### config.mk
export PLATFORM = sky130hd
export DESIGN_NAME = phase_readout
export DESIGN_NICKNAME = d
export VERILOG_FILES = /design/src/rtl/onn_pkg.sv /design/src/rtl/phase_capture.sv /design/src/rtl/phase_readout.sv
export SDC_FILE = /design/constraint.sdc
export NUM_CORES = 1
export LEC_CHECK = 0
export CORE_ASPECT_RATIO = 1.4
export CORE_MARGIN = 4
export CORE_UTILIZATION = 31
export CTS_BUF_LIST = sky130_fd_sc_hd__clkbuf_4 sky130_fd_sc_hd__clkbuf_8
export DETAILED_ROUTE_END_ITERATION = 16
export GPL_TIMING_DRIVEN = 1
export HOLD_SLACK_MARGIN = 0.05
export SLEW_MARGIN = 40
export SYNTH_ARGS = -nofsm -noshare
export SYNTH_HDL_FRONTEND = slang
export SYNTH_SLANG_ARGS = --single-unit
export TNS_END_PERCENT = 50
### constraint.sdc
create_clock -name sclk -period 6.7 [get_ports sclk]
set_input_delay 1.34 -clock sclk [delete_from_list [all_inputs] [get_ports sclk]]
set_output_delay 1.34 -clock sclk [all_outputs]
set_load 0.05 [all_outputs]
### src/rtl/onn_pkg.sv
// Shared sizing and readout state encoding for the oscillator phase readout.
package onn_pkg;
  localparam int N_NEURON = 15;
  localparam int PHW      = 8;

  typedef enum logic [1:0] {
    RD_IDLE     = 2'd0,
    RD_WAIT_WIN = 2'd1,
    RD_DUMP     = 2'd2,
    RD_DONE     = 2'd3
  } rd_state_e;
endpackage

### src/rtl/phase_capture.sv
// Per-neuron rising-edge detect and first-edge phase latch within one reference window.
module phase_capture #(
  parameter int PHW = onn_pkg::PHW
) (
  input  logic           sclk,
  input  logic           re_n,
  input  logic           osc,
  input  logic           ref_rise,
  input  logic [PHW-1:0] cnt,
  output logic [PHW-1:0] phase
);
  logic           osc_q, osc_d;
  logic           seen_q, seen_d;
  logic [PHW-1:0] phase_q, phase_d;
  logic           osc_rise;

  assign osc_rise = osc & ~osc_q;

  // A new window presets the phase to all-ones so a silent neuron reads as saturated.
  always_comb begin
    osc_d   = osc;
    seen_d  = seen_q;
    phase_d = phase_q;
    if (ref_rise) begin
      seen_d  = osc_rise;
      phase_d = osc_rise ? '0 : '1;
    end else if (osc_rise && !seen_q) begin
      seen_d  = 1'b1;
      phase_d = cnt;
    end
  end

  always_ff @(posedge sclk or negedge re_n) begin
    if (!re_n) begin
      osc_q   <= 1'b0;
      seen_q  <= 1'b0;
      phase_q <= '0;
    end else begin
      osc_q   <= osc_d;
      seen_q  <= seen_d;
      phase_q <= phase_d;
    end
  end

  assign phase = phase_q;
endmodule

### src/rtl/phase_readout.sv
// Phase measurement against a reference oscillator, binarisation, change detect and serial readout.
// state    | meaning
// IDLE     | no readout requested
// WAIT_WIN | readout requested, waiting for the next completed window
// DUMP     | streaming one neuron phase per cycle, cur_phase frozen
// DONE     | pattern valid until phi_to_no drops
module phase_readout #(
  parameter int N_NEURON = onn_pkg::N_NEURON,
  parameter int PHW      = onn_pkg::PHW
) (
  input  logic                sclk,
  input  logic                re_n,
  input  logic                ref_osc,
  input  logic [N_NEURON-1:0] osc,
  input  logic                drop,
  input  logic                state_cheak,
  input  logic                phi_to_no,
  output logic [N_NEURON-1:0] state_changed,
  output logic [N_NEURON-1:0] pattern,
  output logic                pattern_valid,
  output logic [PHW-1:0]      phase_out,
  output logic [3:0]          phase_idx,
  output logic                phase_vld,
  output logic                meas_err
);
  import onn_pkg::*;

  localparam logic [PHW-1:0] CNT_MAX  = '1;
  localparam logic [3:0]     IDX_LAST = 4'(N_NEURON - 1);

  logic                ref_q, ref_d, phi_q, phi_d;
  logic [PHW-1:0]      cnt_q, cnt_d, period_q, period_d;
  logic                meas_ok_q, meas_ok_d, meas_err_q, meas_err_d;
  logic [N_NEURON-1:0] snap_q, snap_d, pattern_q, pattern_d;
  logic [3:0]          idx_q, idx_d;
  logic                abort_q, abort_d;
  rd_state_e           state_q, state_d;
  logic [PHW-1:0]      cur_phase_q [N_NEURON];
  logic [PHW-1:0]      cur_phase_d [N_NEURON];
  logic [PHW-1:0]      phase [N_NEURON];
  logic [N_NEURON-1:0] bin, bin_new;
  logic                ref_rise, upd;

  assign ref_rise = ref_osc & ~ref_q;
  assign upd      = ref_rise && (cnt_q != CNT_MAX) && (state_q != RD_DUMP);

  for (genvar g = 0; g < N_NEURON; g++) begin : g_cap
    phase_capture #(.PHW(PHW)) u_cap (
      .sclk     (sclk),
      .re_n     (re_n),
      .osc      (osc[g]),
      .ref_rise (ref_rise),
      .cnt      (cnt_q),
      .phase    (phase[g])
    );
  end

  // bin_new is the pattern the current window would produce; used to latch pattern on update.
  always_comb begin
    bin     = '0;
    bin_new = '0;
    for (int i = 0; i < N_NEURON; i++) begin
      bin[i]     = meas_ok_q && (cur_phase_q[i] >= (period_q >> 1));
      bin_new[i] = (phase[i] >= (cnt_q >> 1));
    end
  end

  always_comb begin
    ref_d       = ref_osc;
    phi_d       = phi_to_no;
    period_d    = period_q;
    meas_ok_d   = meas_ok_q;
    cur_phase_d = cur_phase_q;
    if (ref_rise)
      cnt_d = PHW'(1);
    else if (cnt_q == CNT_MAX)
      cnt_d = cnt_q;
    else
      cnt_d = cnt_q + 1'b1;
    if (upd) begin
      period_d    = cnt_q;
      cur_phase_d = phase;
      meas_ok_d   = 1'b1;
    end
    meas_err_d = !ref_rise && (cnt_d == CNT_MAX);
    snap_d     = (drop || state_cheak) ? bin : snap_q;
  end

  always_comb begin
    state_d   = state_q;
    idx_d     = idx_q;
    abort_d   = abort_q;
    pattern_d = pattern_q;
    case (state_q)
      RD_IDLE: if (phi_to_no && !phi_q) state_d = RD_WAIT_WIN;
      RD_WAIT_WIN: begin
        if (!phi_to_no) begin
          state_d = RD_IDLE;
        end else if (upd) begin
          state_d   = RD_DUMP;
          idx_d     = '0;
          abort_d   = 1'b0;
          pattern_d = bin_new;
        end
      end
      RD_DUMP: begin
        if (!phi_to_no) abort_d = 1'b1;
        if (idx_q == IDX_LAST) begin
          idx_d   = '0;
          state_d = (abort_q || !phi_to_no) ? RD_IDLE : RD_DONE;
        end else begin
          idx_d = idx_q + 4'd1;
        end
      end
      RD_DONE: if (!phi_to_no) state_d = RD_IDLE;
      default: state_d = RD_IDLE;
    endcase
  end

  always_ff @(posedge sclk or negedge re_n) begin
    if (!re_n) begin
      ref_q       <= 1'b0;
      phi_q       <= 1'b0;
      cnt_q       <= '0;
      period_q    <= '0;
      meas_ok_q   <= 1'b0;
      meas_err_q  <= 1'b0;
      snap_q      <= '0;
      pattern_q   <= '0;
      idx_q       <= '0;
      abort_q     <= 1'b0;
      state_q     <= RD_IDLE;
      cur_phase_q <= '{default: '0};
    end else begin
      ref_q       <= ref_d;
      phi_q       <= phi_d;
      cnt_q       <= cnt_d;
      period_q    <= period_d;
      meas_ok_q   <= meas_ok_d;
      meas_err_q  <= meas_err_d;
      snap_q      <= snap_d;
      pattern_q   <= pattern_d;
      idx_q       <= idx_d;
      abort_q     <= abort_d;
      state_q     <= state_d;
      cur_phase_q <= cur_phase_d;
    end
  end

  assign state_changed = bin ^ snap_q;
  assign pattern       = pattern_q;
  assign pattern_valid = (state_q == RD_DONE);
  assign phase_vld     = (state_q == RD_DUMP);
  assign phase_idx     = idx_q;
  assign phase_out     = (state_q == RD_DUMP) ? cur_phase_q[idx_q] : '0;
  assign meas_err      = meas_err_q;
endmodule

* Word level (Yosys, flattened, before mapping)
Cells that the tools add are included.
Cells by class: eq/ne operators 15, divide/modulo/power cells 0, muxes and demuxes 96, bitwise logic cells 34, magnitude comparators 31, multiply operators 0, $add $sub $neg 2, reduce and logical (&&, ||, !) cells 75, shift operators 0
Operators by type and width (number):
- $mux 8 | 50
- $ge 8x7->1 | 30
- $logic_and 1x1->1 | 34
- $mux 1 | 33
- $bmux 8 s4 | 1
- $reduce_bool 2->1 | 16
- $logic_not 1->1 | 18
- $and 1x1->1 | 16
- $eq 8x8->1 const B | 2
- $not 1->1 | 16
- $xor 15x15->15 | 1
- $mux 2 | 6
- $mux 4 | 3
- $ne 2x2->1 const B | 6
- $add 8x1->8 const B | 1
- $ne 8x8->1 const B | 1
- $pmux 2 s4 | 1
- $pmux 4 s2 | 1
- $reduce_and 4->1 | 2
- $reduce_and 3->1 | 2
- $ge 5x5->1 const B | 1
- $not 4->5 | 1
- $add 4x1->4 const B | 1
- $eq 2x2->1 const B | 2
- 7 further kinds | 8
Storage, ports and cells: memories kept 0, bits in latches 0, output and inout port bits 45, bits in registers 327, bits in read-only memories 0, bits in writable memories 0, input bits 21, logic and storage cells 324

* Depth between registers and ports, before layout
depth after elaboration 7, gate-level depth with buffers 10, gate-level depth less buffers 7

* Hierarchy
A second synthesis with hierarchy kept.
Second synthesis, totals: cell total of the unflattened synthesis 1726, area total of the unflattened synthesis 18971.9 µm²
By module, submodules not included:
- phase_readout | instances 1, cells an instance 1126, area an instance 12384.4 µm²
- phase_capture | instances 15, cells an instance 40, area an instance 439.2 µm²

* Least setup slack after synthesis
No wires, ideal clock.
path kind register -> output, start register idx_q[1], in the netlist phase_idx[1], end output port phase_out[6], slack 2.969 ns, arrival time 2.391 ns, path buffers 2, cell stages (with the launch flop) 7, required time 5.360 ns, cells stage by stage dfrtp_1 buf_2 buf_1 mux2i_1 o211ai_1 o21ai_0 o22ai_1
Between the ends: longest elaborated chain between the ends 5
RTL lines:
- start, declared | RTL line phase_readout.sv:35 | logic [3:0] idx_q, idx_d;
- start signal, assigned | RTL line phase_readout.sv:143 | idx_q <= idx_d;
- $not 4->5 (implied by the code) | RTL line phase_readout.sv:155 | assign phase_out = (state_q == RD_DUMP) ? cur_phase_q[idx_q] : '0;
- $bmux 8 s4 | RTL line phase_readout.sv:155
- $mux 8 (implied by the code) (2 in a row) | RTL line phase_readout.sv:155
- $mux 8 | RTL line phase_readout.sv:155
- end, declared | RTL line phase_readout.sv:21 | output logic [PHW-1:0] phase_out,
Every way passes these cells. The select of a mux whose other input is x is not followed.

* Worst setup path in the final report
start register period_q[7], end output port state_changed[10]
Between the ends: longest elaborated chain between the ends 3
RTL lines:
- start, declared | RTL line phase_readout.sv:32 | logic [PHW-1:0] cnt_q, cnt_d, period_q, period_d;
- start signal, assigned | RTL line phase_readout.sv:138 | period_q <= period_d;
- $ge 8x7->1 | RTL line phase_readout.sv:63 | bin[i] = meas_ok_q && (cur_phase_q[i] >= (period_q >> 1));
- $logic_and 1x1->1 | RTL line phase_readout.sv:63
- $xor 15x15->15 | RTL line phase_readout.sv:150 | assign state_changed = bin ^ snap_q;
- end, declared | RTL line phase_readout.sv:18 | output logic [N_NEURON-1:0] state_changed,
Every way passes these cells.

==> summary.md <==
| Metric | Value |
|---|---|
| Status | finished, final reports clean |
| Area Overhead vs Synth | 15.0% |
| DR WL met2 | 25.6 mm |
| Worst VDD drop | 176 uV |
| Final wirelength | 52.6 mm |
| Largest family of logic cells by synthesized area | adder cells |
| WP data required | 5.36 ns |
| Highest routed layer | met5 |
| WHS | 0.485 ns |
| Placed Cells | 2311 |
| Leakage power | 8.80 nW |
| CTS max path bufs | 3 |
| R2r worst-path depth | 6 |
| Worst setup EP type | output port |
| Drt first-iter violations | 838 |
| Critical path fanouts, max | 15 |
| Util after Layout | 0.361 |
| GR Util All Layers | 0.166 |
| Worst skew pair latency | 0.61 ns |
| Final hold vios | 0 |
| Max Clk Rate | 198 MHz |
| Core Rows | 104 |
| Hold-fix buffers at CTS | 0 |
| Setup repair after global routing missed its margin | no |
| Cts repair resizes | 0 |
| Post-synth EDFFs | 0 |
| Adder-Cell Fraction of Synth Area | 0.147 |
| Clock transition at the registers of the reported paths | 0.06 ns |
| Post-CTS Setup Bufs | 0 |
| Vias | 13100 |
| Hold Crit Depth | 2 |
| Largest net degree at the start of global routing | 132 |
| Synth Instances | 1544 |
| Ys async rst share | 1.00 |
| Overall power | 9.06 mW |
| Predominant post-synthesis flop cell | dfrtp_1 |
| CTS Sinks | 326 |
| Wire per inst | 21.9 um |
| Post-DRT Antenna Nets | 0 |
| Post-Layout Cell Count | 2402 |
| Critical path class | reg2out |
| Overflow after GRT | 0 |
| Relative slew slack | 0.408 |
| Flop-to-flop setup slack | 3.70 ns |
| Max_cap viols | 0 |
| Fillers | 5610 |
| TritonCTS buffer count | 49 |
| Setup_tns | 0 ns |
| Tmin final | 5.06 ns |
| DIE HEIGHT | 294 um |
| Simple-gate share of the synthesized area | 0.108 |
| Share of layout cells above drive strength 1 | 0.161 |
| Starting Density | 0.314 |
| Global-route wire length before repair | 81.2 mm |
| Seq/Total Area, Yosys | 0.449 |
| FF+latch count, synth | 326 |
| Nets@finish | 1855 |
| Final setup viols | 0 |
| Die Width | 213 um |
| TritonRoute pass-1 iters | 6 |
| Hold WC Path Type | reg2reg |
| TritonCTS clock tree | built |
| Antenna violations before repair | 5 |
| Slew Viols, Final | 0 |
| Fin crit share | 0.755 |
| Routability congestion estimate | 0.896 |
| Cell area power density | 434 nW/um2 |
| Synth Cell Area | 18200 um2 |
| Number of global-route vias before repair | 13400 |
| Synthesized area per cell | 11.8 um2 |
| Multiplexer share of the synthesized area | 0.118 |
| Post-Synth XOR/XNOR Area | 0.00820 |
| Netlist cell types | 42 |
| Die Area | 62600 um2 |
| H-Tree Depth | 2 |
| Skew final | 0.0264 ns |
| M1 WL | 22.0 mm |
| Synth Area in Compound Gates | 0.142 |
| Core area | 57800 um2 |
| DRC errors left | 0 |
| Post-synthesis net count | 1778 |
| Worst slew pin tran | 0.888 ns |
| Yosys Warn Count | 0 |
| CTS root buf | clkbuf_8 |
| Routed vias/inst | 5.47 |
| Io pins | 66 |
| CP Launch Type | register |
| HPWL Detailed | 36.8 mm |
| Critical Path AT | 3.72 ns |
| Port buffer count | 65 |
| Met3 WL | 2.66 mm |
-- flip-flops by register name, indices dropped and copies added (netlist names), 2 cells and up --
name and count:
cur_phase_q 120, g_cap.u_cap.phase 120, g_cap.u_cap.osc_q 15, g_cap.u_cap.seen_q 15, pattern 15, snap_q 15
cnt_q 8, period_q 7, phase_idx 4, state_q 2
-- cell usage after synthesis, drive strengths merged, types with 31 or more instances --
cell type  instances  area [um2]
ha               213        2670
nor2              51         191
a21oi             38         201
mux2             106        1450
a221o            104        1040
dfrtp            326        8160
nand2b            51         319
nand2            148         558
a211oi            46         345
o21ai             69         345
inv               45         169
nand3             52         260
a21o              31         233
buf               33         216
-- cells in the final DEF, fill, tap and decap left out, types with 31 or more instances in the layout --
| master | count |
|---|---|
| mux2_2 | 39 |
| clkdlybuf4s50_1 | 64 |
| a21oi_1 | 37 |
| a211oi_1 | 46 |
| ha_1 | 213 |
| nand3_1 | 52 |
| a21o_1 | 31 |
| mux2_4 | 67 |
| o21ai_0 | 69 |
| nor2_1 | 50 |
| a221o_1 | 104 |
| inv_1 | 43 |
| nand2b_1 | 50 |
| dfrtp_1 | 323 |
| nand2_1 | 147 |
| clkbuf_8 | 62 |
-- where the power goes --
part / internal [mW] / switching (mW)
sequential: 2.59 / 0.860
combinational: 1.77 / 2.02
clock: 1.01 / 0.811
-- final cells by class --
type,count,area [um2],share of cell area
timing repair buffer,88,912,0.0437
tap,742,928,0.0445
clock inverter,15,158,0.00755
inverter,45,169,0.00809
antenna,3,7.51,0.000360
clock buffer,72,928,0.0445
sequential,326,8170,0.391
multi-input combinational,1111,9610,0.460
-- cells by family after synthesis --
logic type	after synthesis
xor gates and xnor gates	17
AOI/OAI and AO/OA	344
DFF	326
buffers and inverters	107
adders and majority gates	213
muxes	146
and+or+nand+nor	391
-- routing by layer --
layer | up-vias | GRT usage
met1 | 6627 | 0.211
met5 | - | 0
met3 | 143 | 0.0258
met4 | 4 | 0.0699
met2 | 362 | 0.283
li1 | 6005 | -
-- worst max-delay path, cell delays in order (launching register included) --
cell             delay (ns)
dfrtp_1                0.37
inv_1                  0.53
ha_1                   0.37
and4b_1                0.23
nand2_1                0.07
nand3_1                0.07
o21ai_0                0.44
xnor2_1                0.18
clkdlybuf4s50_1        0.86
-- per-stage QoR --
step                area (um2)  setup slack, ns
floorplan                18200             2.97
global placement         19600             2.07
detailed placement       19700             2.24
CTS                      20800             1.59
global route             20900             1.42
finish                   20900             1.64
-- worst paths after layout --
check,start,endpoint
min,period_q[7]$_DFFE_PN0P_,period_q[7]$_DFFE_PN0P_
max reg2reg,cnt_q[7]$_DFF_PN0_,cur_phase_q[50]$_DFFE_PN0P_
min in group asynchronous,re_n,g_cap[13].u_cap.phase[6]$_DFFE_PN0P_
max,period_q[7]$_DFFE_PN0P_,state_changed[10]
max in group asynchronous,re_n,cur_phase_q[110]$_DFFE_PN0P_
min reg2reg,period_q[7]$_DFFE_PN0P_,period_q[7]$_DFFE_PN0P_
Note: power is estimated with default switching activity, not from simulation.
